--- src/rtl/frame_ram_arbiter_if.sv ---
// Bundle of every signal between the frame RAM arbiter, its two clients and the frame RAM.
// Ports: display fetch (disp_*), game port (gp_*), status (addr_err, stall_cnt), RAM side (ram_*).
interface frame_ram_arbiter_if #(
    parameter int ADDR_W  = 19,
    parameter int DATA_W  = 4,
    parameter int STALL_W = 16
);
    logic               disp_req;
    logic [ADDR_W-1:0]  disp_addr;
    logic [DATA_W-1:0]  disp_data;
    logic               disp_valid;

    logic               gp_valid;
    logic               gp_ready;
    logic               gp_we;
    logic [ADDR_W-1:0]  gp_addr;
    logic [DATA_W-1:0]  gp_wdata;
    logic [DATA_W-1:0]  gp_rdata;
    logic               gp_rvalid;

    logic               addr_err;
    logic [STALL_W-1:0] stall_cnt;

    logic [ADDR_W-1:0]  ram_addr;
    logic               ram_we;
    logic [DATA_W-1:0]  ram_wdata;
    logic [DATA_W-1:0]  ram_rdata;

    // Arbiter side.
    modport slave (
        input  disp_req, disp_addr,
        output disp_data, disp_valid,
        input  gp_valid, gp_we, gp_addr, gp_wdata,
        output gp_ready, gp_rdata, gp_rvalid,
        output addr_err, stall_cnt,
        output ram_addr, ram_we, ram_wdata,
        input  ram_rdata
    );

    // Client / RAM side.
    modport master (
        output disp_req, disp_addr,
        input  disp_data, disp_valid,
        output gp_valid, gp_we, gp_addr, gp_wdata,
        input  gp_ready, gp_rdata, gp_rvalid,
        input  addr_err, stall_cnt,
        input  ram_addr, ram_we, ram_wdata,
        output ram_rdata
    );
endinterface

--- src/rtl/frame_ram_arbiter.sv ---
// Shares the single frame RAM port between VGA scan-out (absolute priority) and a game port.
// Ports: Clk, Reset_n (async, active low), bus (frame_ram_arbiter_if.slave: disp_*, gp_*, status, ram_*).
module frame_ram_arbiter #(
    parameter int ADDR_W  = 19,
    parameter int DATA_W  = 4,
    parameter int DEPTH   = 307200,
    parameter int STALL_W = 16
) (
    input  logic                Clk,
    input  logic                Reset_n,
    frame_ram_arbiter_if.slave  bus
);
    localparam logic [ADDR_W-1:0] LIMIT = ADDR_W'(DEPTH);

    typedef enum logic {
        IDLE,
        HOLD
    } state_t;

    state_t              state;
    logic                hold_we;
    logic                hold_oor;
    logic [ADDR_W-1:0]   hold_addr;
    logic [DATA_W-1:0]   hold_wdata;
    logic                rd_valid;
    logic                rd_oor;
    logic                disp_q;
    logic                err_q;
    logic [STALL_W-1:0]  stall_q;

    always_ff @(posedge Clk or negedge Reset_n) begin
        if (!Reset_n) begin
            state      <= IDLE;
            hold_we    <= 1'b0;
            hold_oor   <= 1'b0;
            hold_addr  <= '0;
            hold_wdata <= '0;
            rd_valid   <= 1'b0;
            rd_oor     <= 1'b0;
            disp_q     <= 1'b0;
            err_q      <= 1'b0;
            stall_q    <= '0;
        end else begin
            disp_q   <= bus.disp_req;
            rd_valid <= 1'b0;
            unique case (state)
                IDLE: begin
                    if (bus.gp_valid) begin
                        hold_we    <= bus.gp_we;
                        hold_addr  <= bus.gp_addr;
                        hold_wdata <= bus.gp_wdata;
                        hold_oor   <= (bus.gp_addr >= LIMIT);
                        if (bus.gp_addr >= LIMIT) begin
                            err_q <= 1'b1;
                        end
                        state <= HOLD;
                    end
                end
                HOLD: begin
                    if (bus.disp_req) begin
                        if (stall_q != '1) begin
                            stall_q <= stall_q + 1'b1;
                        end
                    end else begin
                        // Reads (even out-of-range ones) take this slot
                        // and answer on the cycle the RAM output is valid.
                        rd_valid <= !hold_we;
                        rd_oor   <= hold_oor;
                        state    <= IDLE;
                    end
                end
                default: state <= IDLE;
            endcase
        end
    end

    always_comb begin
        bus.ram_addr  = '0;
        bus.ram_we    = 1'b0;
        bus.ram_wdata = '0;
        if (bus.disp_req) begin
            bus.ram_addr = bus.disp_addr;
        end else if (state == HOLD && !hold_oor) begin
            bus.ram_addr  = hold_addr;
            bus.ram_we    = hold_we;
            bus.ram_wdata = hold_wdata;
        end
    end

    assign bus.gp_ready   = (state == IDLE);
    assign bus.disp_valid = disp_q;
    assign bus.disp_data  = bus.ram_rdata;
    // The RAM output is already registered; an out-of-range read
    // masks it so the requester sees zero.
    assign bus.gp_rvalid  = rd_valid;
    assign bus.gp_rdata   = (rd_valid && !rd_oor) ? bus.ram_rdata : '0;
    assign bus.addr_err   = err_q;
    assign bus.stall_cnt  = stall_q;
endmodule

--- src/flat_wrapper.sv ---
// flat-port wrapper written by rule: the top's interface ports become plain ports
module frame_ram_arbiter_flat 
#(
    parameter int ADDR_W  = 19,
    parameter int DATA_W  = 4,
    parameter int DEPTH   = 307200,
    parameter int STALL_W = 16
)
  (Clk, Reset_n, bus_disp_req, bus_disp_addr, bus_disp_data, bus_disp_valid, bus_gp_valid, bus_gp_we, bus_gp_addr, bus_gp_wdata, bus_gp_ready, bus_gp_rdata, bus_gp_rvalid, bus_addr_err, bus_stall_cnt, bus_ram_addr, bus_ram_we, bus_ram_wdata, bus_ram_rdata);
  frame_ram_arbiter_if #(.ADDR_W(ADDR_W), .DATA_W(DATA_W), .STALL_W(STALL_W)) bus_i ();
  input  logic Clk;
  input  logic Reset_n;
  input wire logic [$bits(bus_i.disp_req)-1:0] bus_disp_req;
  input wire logic [$bits(bus_i.disp_addr)-1:0] bus_disp_addr;
  output wire logic [$bits(bus_i.disp_data)-1:0] bus_disp_data;
  output wire logic [$bits(bus_i.disp_valid)-1:0] bus_disp_valid;
  input wire logic [$bits(bus_i.gp_valid)-1:0] bus_gp_valid;
  input wire logic [$bits(bus_i.gp_we)-1:0] bus_gp_we;
  input wire logic [$bits(bus_i.gp_addr)-1:0] bus_gp_addr;
  input wire logic [$bits(bus_i.gp_wdata)-1:0] bus_gp_wdata;
  output wire logic [$bits(bus_i.gp_ready)-1:0] bus_gp_ready;
  output wire logic [$bits(bus_i.gp_rdata)-1:0] bus_gp_rdata;
  output wire logic [$bits(bus_i.gp_rvalid)-1:0] bus_gp_rvalid;
  output wire logic [$bits(bus_i.addr_err)-1:0] bus_addr_err;
  output wire logic [$bits(bus_i.stall_cnt)-1:0] bus_stall_cnt;
  output wire logic [$bits(bus_i.ram_addr)-1:0] bus_ram_addr;
  output wire logic [$bits(bus_i.ram_we)-1:0] bus_ram_we;
  output wire logic [$bits(bus_i.ram_wdata)-1:0] bus_ram_wdata;
  input wire logic [$bits(bus_i.ram_rdata)-1:0] bus_ram_rdata;
  assign bus_i.disp_req = bus_disp_req;
  assign bus_i.disp_addr = bus_disp_addr;
  assign bus_disp_data = bus_i.disp_data;
  assign bus_disp_valid = bus_i.disp_valid;
  assign bus_i.gp_valid = bus_gp_valid;
  assign bus_i.gp_we = bus_gp_we;
  assign bus_i.gp_addr = bus_gp_addr;
  assign bus_i.gp_wdata = bus_gp_wdata;
  assign bus_gp_ready = bus_i.gp_ready;
  assign bus_gp_rdata = bus_i.gp_rdata;
  assign bus_gp_rvalid = bus_i.gp_rvalid;
  assign bus_addr_err = bus_i.addr_err;
  assign bus_stall_cnt = bus_i.stall_cnt;
  assign bus_ram_addr = bus_i.ram_addr;
  assign bus_ram_we = bus_i.ram_we;
  assign bus_ram_wdata = bus_i.ram_wdata;
  assign bus_i.ram_rdata = bus_ram_rdata;
  frame_ram_arbiter #(.ADDR_W(ADDR_W), .DATA_W(DATA_W), .DEPTH(DEPTH), .STALL_W(STALL_W)) u_core (.Clk(Clk), .Reset_n(Reset_n), .bus(bus_i));
endmodule
--- config.mk ---
export PLATFORM = sky130hd
export DESIGN_NAME = frame_ram_arbiter_flat
export DESIGN_NICKNAME = d
export VERILOG_FILES = /design/src/rtl/frame_ram_arbiter_if.sv /design/src/rtl/frame_ram_arbiter.sv /design/src/flat_wrapper.sv
export SDC_FILE = /design/constraint.sdc
export NUM_CORES = 1
export LEC_CHECK = 0
export BUFFER_PORTS_ARGS = -buffer_cell sky130_fd_sc_hd__buf_4
export CORE_ASPECT_RATIO = 0.5
export CORE_UTILIZATION = 42
export CTS_CLUSTER_DIAMETER = 80
export DETAILED_ROUTE_END_ITERATION = 8
export PLACE_DENSITY = 0.78
export SYNTH_ARGS = -nofsm -noshare
export SYNTH_HDL_FRONTEND = slang
export SYNTH_SLANG_ARGS = --single-unit
--- constraint.sdc ---
create_clock -name Clk -period 1.5 [get_ports Clk]
set_input_delay 0.225 -clock Clk [delete_from_list [all_inputs] [get_ports Clk]]
set_output_delay 0.225 -clock Clk [all_outputs]
set_load 0.05 [all_outputs]
==> Word-level counts from Yosys, hierarchy flattened <==
Index checks and enable logic that the tools add are counted.
{ "classes": {"addsub": 1, "magnitude_cmp": 1, "n_eq_ne": 1, "muxes": 12, "n_bitwise": 2, "reduce_logical": 9} }
{ "op_table": {"columns": ["cell", "n"], "rows": [
  ["19-bit two-way mux", 2],
  ["19-bit >= comparator, second input constant", 1],
  ["16-bit by 1-bit adder with 16-bit output, second input constant", 1],
  ["16-bit inequality test, second input constant", 1],
  ["4-bit two-way mux", 3],
  ["1-bit two-way mux", 6],
  ["3-bit AND reduction", 2],
  ["2-bit AND reduction", 2],
  ["1-bit zero test", 3],
  ["1-bit logical AND", 2],
  ["1-bit inverter", 2],
  ["1-bit case mux with 2 select lines", 1]
]} }
{ "word_totals": {"regBits": 46, "input_bits": 51} }

==> Depth between registers and ports, before layout <==
Gate-level depths: netlist of the first run.
{ "logic_depth": {"ltp_word": 4, "mapped_depth": 6, "depth_no_buf": 5} }

==> Worst setup path before layout of the first run <==
OpenSTA, ideal clock, no wires.
{ "synth_path": {"path_kind": "reg-to-reg", "from": "reg u_core.stall_q[2], in the netlist u_core.bus.stall_cnt[2]", "to": "reg u_core.stall_q[15], in the netlist u_core.bus.stall_cnt[15]", "setup_time_ns": 0.128, "arrival_ns": 1.923, "slack_ns": -0.551, "stages_incl_launch_ff": 5, "period_less_slack_ns": 2.051, "cell_sequence": "dfrtp_1 -> nand4_2 -> or4_4 -> nor4_4 -> mux2_1"} }
{ "synth_via": {"elab_chain_len": 2, "word_cells_on_any_way": 3} }
{ "synth_rtl": {"columns": ["element", "line_no", "text"], "rows": [
  ["start: declaration", "frame_ram_arbiter.sv:29", "logic [STALL_W-1:0] stall_q;"],
  ["start signal: assignment", "frame_ram_arbiter.sv:62", "stall_q <= stall_q + 1'b1;"],
  ["parallel branches: the longest is 2 deep, another holds 16-bit by 1-bit adder with 16-bit output", null, null]
]} }
Parallel ways; which one is timed is not known.
A chain may end at the register's enable or synchronous reset.

==> Worst setup path in the final report of the first run <==
{ "layout_path": {"from": "reg u_core.state", "to": "out bus_ram_addr[4]"} }
{ "layout_via": {"elab_chain_len": 3} }
{ "layout_rtl": {"columns": ["element", "line_no", "text"], "rows": [
  ["start: declaration", "frame_ram_arbiter.sv:20", "state_t state;"],
  ["start signal: assignment", "frame_ram_arbiter.sv:33", "state <= IDLE;"],
  ["start signal: assignment", "frame_ram_arbiter.sv:56", "state <= HOLD;"],
  ["start signal: assignment", "frame_ram_arbiter.sv:69", "state <= IDLE;"],
  ["1-bit logical AND", "frame_ram_arbiter.sv:83", "end else if (state == HOLD && !hold_oor) begin"],
  ["19-bit two-way mux", "frame_ram_arbiter.sv:83", null],
  ["19-bit two-way mux", "frame_ram_arbiter.sv:81", "if (bus.disp_req) begin"],
  ["end: declaration", "flat_wrapper.sv:26", "output wire logic [$bits(bus_i.ram_addr)-1:0] bus_ram_addr;"]
]} }
No other way between the ends.

==> results.py, run 1 <==
metrics = {
    "yosys": {
        "synth.area.mux_share_pct": 2.86,
        "syn_nets": 285,
        "avgSynthCellArea_sq_um": 9.58,
        "synth.top_cells.by_count": "nand2_1, dfrtp_1, a22o_1",
        "ys_types": 31,
        "synth_adder_area_share_pct": 0.561,
        "yosys.area.top_type": "dfrtp_1",
        "yosysTopAreaCellShare_pct": 51.6,
        "synth_seq_cells": 46,
        "synth-compound-area-share_pct": 8.74,
        "yosys_warnings": 0,
        "synth_area_sq_um": 2230,
        "seq_area_frac_synth_pct": 51.6,
        "synth_edf_count": 0,
        "synth_top_family_by_area": "simple AND/OR/NAND/NOR gates",
        "synth.area.top_cells": "dfrtp_1, nand2_1, a22o_1",
        "yosysMostFrequentCell": "nand2_1",
        "synthFlopType": "dfrtp_1",
        "synth-simple-area-share_pct": 28.7,
        "synth_xor_area_share_pct": 3.53,
        "async_flop_share_pct": 100,
        "syn_inst": 233,
    },
    "global_routing": {
        "grt_pass1_vias": 2182,
        "grt_max_degree": 47,
        "antenna_found_initial": 0,
        "grt_pass1_wl_mm": 10.5,
        "overflow": 0,
        "grt_usage_pct": 25.0,
    },
    "worst_setup_path": {
        "cp-start-kind": "register",
        "rrSetupSlack_ps": -200,
        "r2r-end": "u_core.bus.stall_cnt[15]",
        "crit_required_ps": 1270,
        "endpoint_kind": "output pin",
        "cp.arrival_ps": 1530,
        "crit_type": "reg2out",
        "reg2reg_depth": 5,
        "crit_path_max_fanout": 12,
        "rr_startpoint": "u_core.state",
    },
    "layout": {
        "fin_nets": 422,
        "regArea_sq_um": 1170,
        "area.growth.synth_to_final_pct": 80.3,
        "layout-drive-gt1-share_pct": 58.8,
        "diodes": 0,
        "fillers": 292,
        "multiInputGateArea_sq_um": 1340,
    },
    "timing": {
        "fin_crit_sh_pct": 117,
        "finalSetupTns_ps": -6250,
        "fin_hold_ws_ps": 103,
        "tightest_slew_ps": 584,
        "max_freq_ghz": 0.568,
        "maxSlewViolCount": 0,
        "finalCriticalPeriod_ps": 1760,
        "rsz0062_at_grt": "yes",
        "setup_ws_ps": -260,
        "hold_viol": 0,
        "clock_skew_ps": 8.20,
        "max_slew_margin_pct": 61.1,
        "setup_viol": 35,
    },
    "hold_path": {
        "min_path_cells": 3,
        "hold_path_startpoint": "bus_gp_addr[10]",
        "hold_end": "u_core.hold_addr[10]",
        "min_path_type": "in2reg",
    },
    "die": {
        "die_h_microns": 53.6,
        "die_w_microns": 105,
        "pin_count": 103,
        "die_area_sq_um": 5630,
        "num_rows": 18,
        "core-area_sq_um": 5020,
        "start_util_pct": 44.4,
    },
    "placed_design": {
        "dp_hpwl_mm": 4.50,
        "gp_congestion": 0.773,
        "pre_cts_ws_ps": -152,
        "port_buffers": 102,
    },
    "clock_network": {
        "cts_buffers": 5,
        "clock_sinks": 46,
        "cts_tree": "yes",
        "path_clk_slew_ps": 80,
        "insertion_delay_ps": 310,
        "cts-root-buf": "clkbuf_8",
        "clk_path_buf_depth": 2,
        "htreeDepth": 2,
    },
    "drt": {
        "drt-total-wl_mm": 7.41,
        "detail_route.wl_per_cell_microns": 16.8,
        "drc_errors": 0,
        "drtIter0Drc": 84,
        "drtAntennaViolNets": 0,
        "drt-vias-per-instance": 5.09,
        "vias": 2243,
        "dr.pass1.iters": 4,
    },
    "run_status": {
        "status": "complete, but fails checks",
        "violations": "setup timing",
    },
    "power_and_ir_drop": {
        "p_leak_nw": 2.02,
        "power_mw": 4.74,
        "power.density_nw_per_um2": 1180,
        "vdd_drop_max_mv": 0.840,
    },
    "run": {
        "max_cap_viol_count": 0,
    },
}
[critical path, stage by stage (launching register included)]
cell	delay [ps]
dfrtp_1	400
buf_6	140
nand2b_4	80
nor2_4	50
clkbuf_16	180
a22o_4	230
buf_8	150
[layout make-up]
| cell class | count | area share [%] |
|---|---|---|
| Sequential cell | 46 | 29.0 |
| Tap cell | 70 | 2.18 |
| Timing Repair Buffer | 144 | 31.5 |
| Clock inverter | 2 | 1.49 |
| Multi-Input combinational cell | 167 | 33.2 |
| Inverter | 6 | 0.560 |
| Clock buffer | 6 | 2.05 |
[sequential cells by signal, summed over array words and instances, names as in the netlist]
name and count:
u_core.bus.disp_valid 1, u_core.state 1, u_core.bus.addr_err 1, u_core.rd_oor 1, u_core.hold_we 1, u_core.hold_wdata 4
u_core.bus.stall_cnt 16, u_core.bus.gp_rvalid 1, u_core.hold_oor 1, u_core.hold_addr 19
[stage by stage]
stage	instance area (sq um)	std cells	utilization (%)
3_3_place_gp	3490	425	69.4
6_report	4020	441	80.1
2_1_floorplan	2440	233	-
3_5_place_dp	3490	425	69.4
4_1_cts	3920	439	78.0
5_1_grt	4020	441	80.1
[power by group]
part	total, mW	switching, mW	internal (mW)	leakage, nW
clock	1.15	0.435	0.711	0.0714
sequential	1.67	0.194	1.48	0.544
combinational	1.92	1.11	0.812	1.40
[cells by family (layout without fill, tap and decap cells)]
group	after synthesis	after routing
fa+ha+maj	1	1
compound gates	24	24
simple gates	127	127
buf+inv	20	158
flops	46	46
xor+xnor	9	9
mux	6	6
[worst max-delay path by stage]
stage / start / end / slack [ps]
floorplan: u_core.bus.stall_cnt[2] / u_core.bus.stall_cnt[15] / -350
global placement: u_core.state / u_core.bus.stall_cnt[15] / -120
detailed placement: u_core.bus.stall_cnt[4] / u_core.bus.stall_cnt[15] / -150
CTS: u_core.state / bus_ram_addr[18] / -260
global route: u_core.state / bus_ram_addr[18] / -310
finish: u_core.state / bus_ram_addr[4] / -260
[layer usage]
layer	GRT usage, %	vias to the layer above	share of wire, %
met1	28.5	1103	37
met2	47.6	74	55
met5	0	-	0
met3	4.84	22	4.7
li1	-	1044	-
met4	11.5	0	3.1
[cell usage in the layout (no fill, tap or decap), drive strengths merged, types with 3 or more instances in the layout]
cell type	count
buf	142
mux2i	3
nor2	9
dfrtp	46
nor4	5
nand4	4
nand2	81
a22o	19
and2	9
nor3	5
inv	6
nor4b	3
nor2b	3
xor2	7
mux2	3
clkbuf	7
[what timing repair did]
item	4_1_cts	5_1_grt
hold endpoints to repair	46	0
hold buffers	1	0
buffers inserted	4	2
gates cloned	1	0
gates resized for setup	55	19
pin swaps	8	10
endpoints found under the setup margin	39	41
Power figures use the tool's default switching activity.
==> run 2: changes to the inputs <==
PLACE_DENSITY = 0.86   (was 0.78)
==> run 2 against run 1 <==
Compared with the run above: count of clock-buffer cells in the layout rose by 1; fmax fell by 1.2%; core utilization is 1.1 points lower; first-iteration DRC count increased by 13%; the flow still finishes with violations (setup timing); routed wire length down 1.8%; sequential share of layout area increased by 0.41 points; worst hold slack improved by 7.2 ps; non-clock buffer count is the same; combinational power about the same; highest routed layer unchanged; design area is 1.4% lower; clock skew shrank 2.9 ps; die area unchanged.
==> results.py, run 2 (synthesis results as in run 1) <==
metrics = {
    "clock_network": {
        "cts-root-buf": "clkbuf_8",
        "cts_buffers": 5,
        "clk_path_buf_depth": 2,
        "cts_tree": "yes",
        "insertion_delay_ps": 300,
        "htreeDepth": 2,
        "path_clk_slew_ps": 90,
        "clock_sinks": 46,
    },
    "worst_setup_path": {
        "max_stage_delay_ps": 560,
        "path_cells": "buf_4, nand4_4, or4_4, nor4_4, mux2_4",
        "rr_startpoint": "u_core.state",
        "setup.worst_path.start": "u_core.state",
        "cp.arrival_ps": 1970,
        "r2r-end": "u_core.bus.stall_cnt[15]",
        "crit_path_max_fanout": 2,
        "rrSetupSlack_ps": -280,
        "endpoint_kind": "register",
        "cp-start-kind": "register",
        "crit_required_ps": 1690,
        "reg2reg_depth": 5,
        "crit_type": "reg2reg",
        "slowest_stage": "or4_4",
    },
    "timing": {
        "finalCriticalPeriod_ps": 1780,
        "max_slew_margin_pct": 60.2,
        "finalSetupTns_ps": -7090,
        "clock_skew_ps": 5.33,
        "tightest_slew_ps": 589,
        "rsz0062_at_grt": "yes",
        "fin_hold_ws_ps": 110,
        "setup_viol": 36,
        "max_freq_ghz": 0.562,
        "hold_viol": 0,
        "fin_crit_sh_pct": 119,
        "maxSlewViolCount": 0,
        "setup_ws_ps": -281,
    },
    "power_and_ir_drop": {
        "p_seq_share_pct": 38.6,
        "clock_power_share_pct": 18.0,
        "vdd_drop_max_mv": 1.17,
        "power_frac_comb_pct": 43.3,
        "p_leak_nw": 2.00,
        "p_switching_mw": 1.71,
        "p_int_mw": 2.66,
        "swShare_pct": 39.2,
        "power.density_nw_per_um2": 1100,
    },
    "layout": {
        "fin_area_sq_um": 3970,
        "diodes": 0,
        "fin_nets": 422,
        "layout_commonest_cell": "buf_4",
        "fillers": 298,
        "postLayoutCoreUtil_pct": 79.0,
        "layout-drive-gt1-share_pct": 58.8,
        "regArea_sq_um": 1170,
        "area.growth.synth_to_final_pct": 77.7,
        "final_cell_mix": "buf_4, nand2_1, dfrtp_1, buf_6, a22o_4",
        "largest_reg_flops": 19,
        "regMostFlops": "u_core.hold_addr",
        "multiInputGateArea_sq_um": 1330,
    },
    "die": {
        "pin_count": 103,
        "die_h_microns": 53.6,
        "core-area_sq_um": 5020,
        "start_util_pct": 44.4,
        "die_area_sq_um": 5630,
        "die_w_microns": 105,
        "num_rows": 18,
    },
    "run": {
        "max_cap_viol_count": 0,
    },
    "drt": {
        "detail_route.wl_per_cell_microns": 16.5,
        "drtIter0Drc": 95,
        "drc_errors": 0,
        "drt-total-wl_mm": 7.27,
        "vias": 2234,
        "drt-vias-per-instance": 5.07,
        "drtAntennaViolNets": 0,
        "dr.pass1.iters": 4,
    },
    "hold_path": {
        "hold_end": "u_core.hold_addr[8]",
        "min_path_type": "in2reg",
        "hold_path_startpoint": "bus_gp_addr[8]",
        "min_path_cells": 3,
    },
    "placed_design": {
        "gp_congestion": 0.782,
        "dp_hpwl_mm": 4.74,
        "pre_cts_ws_ps": -183,
        "dpl_cell_area_sq_um": 3520,
        "port_buffers": 102,
    },
    "run_status": {
        "violations": "setup timing",
        "status": "complete, but fails checks",
    },
    "global_routing": {
        "overflow": 0,
        "antenna_found_initial": 0,
        "grt_max_degree": 47,
        "grt_pass1_wl_mm": 11.0,
        "grt_pass1_vias": 2355,
        "grt_usage_pct": 25.6,
    },
}
run 2: cell count changes in the layout (fill, tap and decap cells not counted), sizes merged:
cell    before  now
bufinv       2    0
clkbuf       7    8
clkinv       0    1
run 2: stage by stage:
step	power, mW	instances
after floorplan	2.71	233
after global placement	3.33	428
after detailed placement	3.39	428
after CTS	4.29	439
after global routing	4.56	441
final	4.37	441
run 2: cell type report:
class	instances	area share (%)
Clock inverter	1	0.126
Inverter	6	0.568
Clock buffer	7	2.18
Timing Repair Buffer	144	32.1
Tap cell	70	2.21
Sequential cell	46	29.4
Multi-Input combinational cell	167	33.4
run 2: worst max-delay path by stage:
stage                     cells past startpoint                        to  slack (ps)
final                                         5  u_core.bus.stall_cnt[15]        -280
after global routing                          6          bus_ram_addr[18]        -320
after CTS                                     5  u_core.bus.stall_cnt[15]        -260
after detailed placement                      4  u_core.bus.stall_cnt[15]        -180
after global placement                        4  u_core.bus.stall_cnt[15]        -110
after floorplan                               4  u_core.bus.stall_cnt[15]        -350
run 2: critical path: cells and delay by family, from the launching register on:
kind / cells / cell delay (ps)
simple gates: 3 / 850
flops: 1 / 370
mux: 1 / 330
buf+inv: 1 / 130
run 2: power by group through the flow:
stage / Sequential [mW] / Clock (mW) / Combinational [mW]
after floorplan: 1.94 / 0 / 0.771
after global placement: 1.67 / 0 / 1.66
after detailed placement: 1.69 / 0 / 1.70
after CTS: 1.67 / 0.781 / 1.84
after global routing: 1.70 / 0.855 / 2.01
final: 1.69 / 0.788 / 1.89
run 2: what timing repair did:
item	4_1_cts	5_1_grt
pin swaps	7	6
gates resized for setup	57	15
setup endpoints to repair	34	43
hold buffers	1	0
gates cloned	1	0
setup buffers	1	2
endpoints found under the hold margin	46	0
run 2: metal layers:
metal / up-vias / GRT usage, % / part of all wire (%)
li1: 1048 / - / -
met1: 1114 / 28.4 / 40
met2: 58 / 51.3 / 56
met3: 14 / 5.08 / 3.2
met4: 0 / 8.92 / 1.7
met5: - / 0 / 0
